File: src/rtl/seg_scan_driver.sv
// 8-digit common-anode 7-segment scan driver with frame-synchronous update
// buffering and per-slot anti-ghosting blanking.
module seg_scan_driver #(
  parameter int unsigned SCAN_DIV     = 50000,
  parameter int unsigned BLANK_CYCLES = 500
) (
  input  logic        clk,
  input  logic        reset,
  input  logic [31:0] string_i,
  input  logic [7:0]  dp_in_i,
  input  logic        load_i,
  output logic [7:0]  an_o,
  output logic [6:0]  seg_o,
  output logic        dp_n_o,
  output logic        frame_done_o
);

  localparam logic [15:0] CNT_LAST  = 16'(SCAN_DIV - 1);
  localparam logic [15:0] BLANK_END = 16'(BLANK_CYCLES);

  logic [15:0] cnt_q, cnt_d;
  logic [2:0]  idx_q, idx_d;
  logic        pending_q, pending_d;
  logic [31:0] shadow_str_q, shadow_str_d;
  logic [7:0]  shadow_dp_q, shadow_dp_d;
  logic [31:0] active_str_q, active_str_d;
  logic [7:0]  active_dp_q, active_dp_d;
  logic [7:0]  an_q, an_d;
  logic [6:0]  seg_q, seg_d;
  logic        dp_n_q, dp_n_d;
  logic        fd_q, fd_d;

  logic        tick;
  logic        boundary;
  logic [3:0]  nibble;

  function automatic logic [6:0] hex7(input logic [3:0] v);
    case (v)
      4'h0: hex7 = 7'h40;
      4'h1: hex7 = 7'h79;
      4'h2: hex7 = 7'h24;
      4'h3: hex7 = 7'h30;
      4'h4: hex7 = 7'h19;
      4'h5: hex7 = 7'h12;
      4'h6: hex7 = 7'h02;
      4'h7: hex7 = 7'h78;
      4'h8: hex7 = 7'h00;
      4'h9: hex7 = 7'h10;
      4'hA: hex7 = 7'h08;
      4'hB: hex7 = 7'h03;
      4'hC: hex7 = 7'h46;
      4'hD: hex7 = 7'h21;
      4'hE: hex7 = 7'h06;
      default: hex7 = 7'h0E;
    endcase
  endfunction

  always_comb begin
    tick     = (cnt_q == CNT_LAST);
    boundary = tick && (idx_q == 3'd7);
    nibble   = active_str_q[{idx_q, 2'b00} +: 4];

    cnt_d        = tick ? '0 : cnt_q + 16'd1;
    idx_d        = tick ? idx_q + 3'd1 : idx_q;
    pending_d    = pending_q;
    shadow_str_d = shadow_str_q;
    shadow_dp_d  = shadow_dp_q;
    active_str_d = active_str_q;
    active_dp_d  = active_dp_q;
    fd_d         = boundary;

    // Commit uses the pre-load shadow; a coincident load re-arms pending below.
    if (boundary && pending_q) begin
      active_str_d = shadow_str_q;
      active_dp_d  = shadow_dp_q;
      pending_d    = 1'b0;
    end
    if (load_i) begin
      shadow_str_d = string_i;
      shadow_dp_d  = dp_in_i;
      pending_d    = 1'b1;
    end

    if (cnt_q < BLANK_END) begin
      an_d   = '1;
      seg_d  = '1;
      dp_n_d = 1'b1;
    end else begin
      an_d   = ~(8'b1 << idx_q);
      seg_d  = hex7(nibble);
      dp_n_d = ~active_dp_q[idx_q];
    end
  end

  always_ff @(posedge clk or posedge reset) begin
    if (reset) begin
      cnt_q        <= '0;
      idx_q        <= '0;
      pending_q    <= 1'b0;
      shadow_str_q <= '0;
      shadow_dp_q  <= '0;
      active_str_q <= '0;
      active_dp_q  <= '0;
      an_q         <= '1;
      seg_q        <= '1;
      dp_n_q       <= 1'b1;
      fd_q         <= 1'b0;
    end else begin
      cnt_q        <= cnt_d;
      idx_q        <= idx_d;
      pending_q    <= pending_d;
      shadow_str_q <= shadow_str_d;
      shadow_dp_q  <= shadow_dp_d;
      active_str_q <= active_str_d;
      active_dp_q  <= active_dp_d;
      an_q         <= an_d;
      seg_q        <= seg_d;
      dp_n_q       <= dp_n_d;
      fd_q         <= fd_d;
    end
  end

  assign an_o         = an_q;
  assign seg_o        = seg_q;
  assign dp_n_o       = dp_n_q;
  assign frame_done_o = fd_q;

endmodule
File: config.mk
export PLATFORM = sky130hd
export DESIGN_NAME = seg_scan_driver
export DESIGN_NICKNAME = d
export VERILOG_FILES = /design/src/rtl/seg_scan_driver.sv
export SDC_FILE = /design/constraint.sdc
export NUM_CORES = 1
export LEC_CHECK = 0
export CAP_MARGIN = 30
export CORE_MARGIN = 4
export CORE_UTILIZATION = 35
export DETAILED_ROUTE_END_ITERATION = 8
export MAX_ROUTING_LAYER = met4
export PLACE_DENSITY = 0.61
export SLEW_MARGIN = 20
export SYNTH_ARGS = -nofsm -noshare
export SYNTH_HDL_FRONTEND = slang
export SYNTH_SLANG_ARGS = --single-unit
export TNS_END_PERCENT = 1
File: constraint.sdc
create_clock -name clk -period 5.4 [get_ports clk]
set_clock_uncertainty 0.15 [all_clocks]
set_input_delay 1.08 -clock clk [delete_from_list [all_inputs] [get_ports clk]]
set_output_delay 1.08 -clock clk [all_outputs]
set_load 0.02 [all_outputs]
After elaboration in Yosys (flattened, before gate mapping)
Memories as Yosys holds them, arrays and structs flattened.
Cells that the tools add are included.
Cells by class
  shift-type cells: 2
  equal/unequal tests: 2
  bitwise operators: 2
  magnitude comparators: 2
  reductions and logical operators: 3
  $add $sub $neg: 2
  mux-type cells: 8
Operator list (count)
  $shiftx 32x6->4: 1
  $add 16x1->16 const B: 1
  $eq 16x16->1 const B: 1
  $lt 16x9->1 const B: 1
  $mux 16: 1
  $mux 8: 1
  $not 8->8: 1
  $shl 1x3->8 const A: 1
  $mux 7: 1
  $lt 3x4->1 const B: 1
  $mux 1: 4
  $add 3x1->3 const B: 1
  $bmux 1 s3: 1
  $eq 3x3->1 const B: 1
  $logic_and 1x1->1: 2
  $reduce_bool 2->1: 1
  $not 1->1: 1
Word-level totals
  memories: 1
  ROM bits: 112
  output and inout bits: 17
  logic and storage cells: 33
  register bits after elaboration: 117
  input port bits: 43
Memories
  (name not given): depth 16, bits a word 7, rd ports 1, clocked after Yosys merged registers in 0, write ports 0, RTL line 38  | case (v)

Logic depth before layout (Yosys ltp)
  depth in word-level cells: 5
  depth in mapped cells: 9
  depth with buffers taken out: 7

Least setup slack after synthesis
Ideal clock, no wire load.
  path kind: flip-flop to flip-flop
  start point: register idx_q[2]
  end point: register seg_q[3], in the netlist seg_o[3]
  cell stages (with the launch flop): 10
  path buffers: 2
  library setup time: 0.077 ns
  path slack: 2.981 ns
  arrival time: 2.192 ns
  required time: 5.173 ns
  period minus slack after synthesis: 2.419 ns
  cell sequence: dfrtp_1 -> clkbuf_1 -> buf_2 -> mux4_2 -> mux2_2 -> inv_1 -> ha_1 -> nor3_1 -> a21oi_1 -> a31oi_1
Between the ends
  cells in the longest elaborated chain, start to end: 3
RTL lines
  start, declared: RTL line 22  | logic [2:0] idx_q, idx_d;
  start signal, assigned: RTL line 110  | idx_q <= idx_d;
  $shiftx 32x6->4: RTL line 61  | nibble = active_str_q[{idx_q, 2'b00} +: 4];
  $mem_v2 16x7
  $mux 7: RTL line 84  | if (cnt_q < BLANK_END) begin
  via seg_d[3]: RTL line 29  | logic [6:0] seg_q, seg_d;
  end signal, assigned: RTL line 117  | seg_q <= seg_d;
  end, declared: RTL line 29
The timed path passes the listed nets, and every way through them passes these cells.
A chain may end at the register's enable or synchronous reset.

Final worst setup path
  start point: register cnt_q[12]
  end point: register active_str_q[30]
Between the ends
  cells in the longest elaborated chain, start to end: 3
RTL lines
  start, declared: RTL line 21  | logic [15:0] cnt_q, cnt_d;
  start signal, assigned: RTL line 109  | cnt_q <= cnt_d;
  $eq 16x16->1: RTL line 59  | tick = (cnt_q == CNT_LAST);
  $logic_and 1x1->1: RTL line 60  | boundary = tick && (idx_q == 3'd7);
  $logic_and 1x1->1: RTL line 73  | if (boundary && pending_q) begin
  end signal, assigned: RTL line 114  | active_str_q <= active_str_d;
  end, declared: RTL line 26  | logic [31:0] active_str_q, active_str_d;
Every way passes these cells.

==> flow_summary.json <==
{
  "synth_warnings": 0,
  "critPathRequiredTime_ns": 5.54,
  "postSynthCellCount": 357,
  "drtAntennaViolNets": 0,
  "max_slew_margin_pct": 38.65,
  "firstDrtPassIters": 4,
  "end_kind": "flip-flop",
  "grt_pass1_vias": 3139,
  "status": "complete, no violations",
  "ios": 60,
  "clk_latency_ns": 0.41,
  "synth-async-reset-ratio_pct": 100.0,
  "crit_chain": "nor4_2 -> nand4_1 -> nor3_4 -> and3_2 -> buf_4 -> mux2_4",
  "irDropWorstVdd_mv": 0.1690,
  "io_buffers": 59,
  "yosys.cell_types.count": 45,
  "clk_path_buf_depth": 2,
  "rsz0062_at_grt": "no",
  "top_layer": "met4",
  "pre_cts_ws_ns": 2.047,
  "wl_um": 9261,
  "fp.dieH_um": 130.4,
  "grt.overflow.total": 0,
  "drive_above_1_share_pct": 33.41,
  "path_clk_slew_ns": 0.05,
  "syn_nets": 413,
  "synth-edff-count": 0,
  "cp_max_fo": 21,
  "cts_buffers": 17,
  "wl_per_cell_um": 14.99,
  "worst-endpoint-arrival_ns": 3.45,
  "final.setup.tns_ns": 0,
  "htree_num_levels": 4,
  "post-synth-top-area-fraction_pct": 48.22,
  "netlist_area_mm2": 0.005241,
  "nNetsFinal": 478,
  "r2r-start": "cnt_q[12]",
  "hold-path-cell-count": 1,
  "vias": 2960,
  "ff2ff_path_depth": 6,
  "slowest_stage": "and3_2",
  "max_stage_delay_ns": 0.73,
  "met1_length_um": 4408,
  "postCtsSetupBuffers": 0,
  "die_area_mm2": 0.01700,
  "reg2reg_slack_ns": 2.09,
  "antenna_found_initial": 0,
  "drc": 0,
  "core-area_mm2": 0.01459,
  "diodes": 0,
  "synth.most_common_cell": "dfrtp_1",
  "post_cts_resized": 0,
  "hold_path_class": "reg2reg",
  "dr_wl_met3_um": 405,
  "hpwl_um": 6474,
  "hold_violations": 0,
  "syn_area_per_cell_um2": 14.68,
  "maxCapViolCount": 0,
  "tritoncts": "done",
  "synth_commonest_cells": "dfrtp_1 (101), mux2_2 (43), mux2_4 (40)",
  "maxSlewViolCount": 0,
  "fmaxAchievable_ghz": 0.3024,
  "post-route-period-util_pct": 61.25,
  "layout_setup_ws_ns": 2.093,
  "ys_seq_area_share_pct": 56.24,
  "viasPerCell": 4.790,
  "grt_pass1_wl_um": 15900,
  "synth-seq-cells": 117,
  "r2r_end": "active_str_q[30]",
  "worstMarginPinSlew_ns": 0.9203,
  "synth-main-ff-cell": "dfrtp_1",
  "fillers": 1305,
  "p_per_area_mw_per_mm2": 319.0,
  "grtUsageTotal_pct": 12.57,
  "holdPathEnd": "cnt_q[0]",
  "start_kind": "flip-flop",
  "drt_iter0_markers": 152,
  "die_w_um": 130.4,
  "wl_met2_um": 4261,
  "row_count": 44,
  "root_buffer": "clkbuf_16",
  "min_period_ns": 3.307,
  "min_from": "cnt_q[0]",
  "fin_util_pct": 44.79,
  "critical_path_class": "reg2reg",
  "place_congestion": 0.7393,
  "area_growth_pct": 24.66,
  "synthTopCellsByArea": "dfrtp_1 (48%), mux2_4 (11%), mux2_2 (9.2%), dfstp_2 (8.0%), mux4_2 (3.4%)",
  "p_leak_nw": 2.880,
  "power_mw": 2.085,
  "cts_hold_buf": 0,
  "initial_utilization_pct": 35.93,
  "synth_top_area_cell": "dfrtp_1",
  "grt_max_degree": 60,
  "clock_sinks": 117,
  "setup_viol": 0
}
critical path: cells and delay by family, from the launching register on:
kind	cells	cell delay (ns)
buffers and inverters	1	0.48
DFF	1	0.41
muxes	1	0.33
and+or+nand+nor	4	1.80
worst max-delay path by stage:
stage | start | to | slack (ns) | depth (start not counted)
after floorplan | reset | active_dp_q[0] | 1.10 | 1
after global placement | cnt_q[12] | active_dp_q[4] | 2.10 | 6
after detailed placement | cnt_q[12] | active_str_q[24] | 2.05 | 6
after CTS | cnt_q[12] | active_str_q[30] | 2.06 | 6
after global routing | cnt_q[12] | active_str_q[30] | 1.88 | 6
final | cnt_q[12] | active_str_q[30] | 2.09 | 6
metal layers:
layer	GRT usage (%)	vias up
li1	-	1394
met1	16.84	1485
met2	17.41	65
met3	3.699	16
met4	6.231	0
met5	-	-
stage by stage:
stage,hold WS [ns],instances,cell area [µm²]
detailed placement,0.3110,587,5966
CTS,0.3352,618,6534
global placement,0.3099,586,5938
finish,0.3348,618,6534
global route,0.3634,618,6534
floorplan,0.2919,357,5241
cell type report:
class	count	area, µm²	share of cell area [%]
Sequential cell	117	2948	45.12
Multi-Input combinational cell	214	2116	32.38
Inverter	9	36.28	0.5553
Clock inverter	9	103.9	1.589
Clock buffer	22	464.2	7.105
Timing Repair Buffer	63	635.6	9.728
Tap cell	184	230.2	3.524
cells by family after synthesis:
kind of cell | count (synthesis) | synth area share [%]
xor gates and xnor gates | 15 | 2.507
and+or+nand+nor | 66 | 6.231
adders and majority gates | 13 | 3.103
buffers and inverters | 26 | 3.414
DFF | 117 | 56.24
AOI/OAI and AO/OA | 22 | 2.961
muxes | 98 | 25.54
where the power goes:
| part | switching, mW | total [mW] | internal (mW) | leakage [nW] |
|---|---|---|---|---|
| combinational | 0.0332 | 0.0893 | 0.0562 | 1.13 |
| sequential | 0.0179 | 0.927 | 0.909 | 1.47 |
| clock | 0.372 | 1.07 | 0.696 | 0.276 |
| total | 0.423 | 2.08 | 1.66 | 2.88 |
placed cells by master (no fill, tap or decap), types with 3 or more instances in the layout:
master | netlist | routed
buf_4 | 1 | 3
mux2_2 | 43 | 43
clkbuf_1 | 5 | 3
clkdlybuf4s50_1 | 0 | 58
a21oi_1 | 3 | 3
mux2i_1 | 6 | 6
nor2_1 | 17 | 17
and3_1 | 4 | 3
o21ai_0 | 4 | 4
dfrtp_1 | 101 | 101
nor3_1 | 4 | 4
mux2_4 | 40 | 40
inv_1 | 9 | 8
dfstp_2 | 16 | 16
xnor2_1 | 9 | 9
mux4_2 | 8 | 8
nand2_1 | 17 | 17
nand3_1 | 13 | 13
xor2_1 | 6 | 6
clkbuf_16 | 0 | 17
clkinv_2 | 0 | 4
nand4_1 | 3 | 3
ha_1 | 13 | 13
sequential cells by signal, indices dropped and copies added, names as in the netlist, 3 cells and up:
register      count
active_dp_q       8
active_str_q     32
an_o              8
cnt_q            16
idx_q             3
seg_o             7
shadow_dp_q       8
shadow_str_q     32
Note: power is estimated with default switching activity, not from simulation.
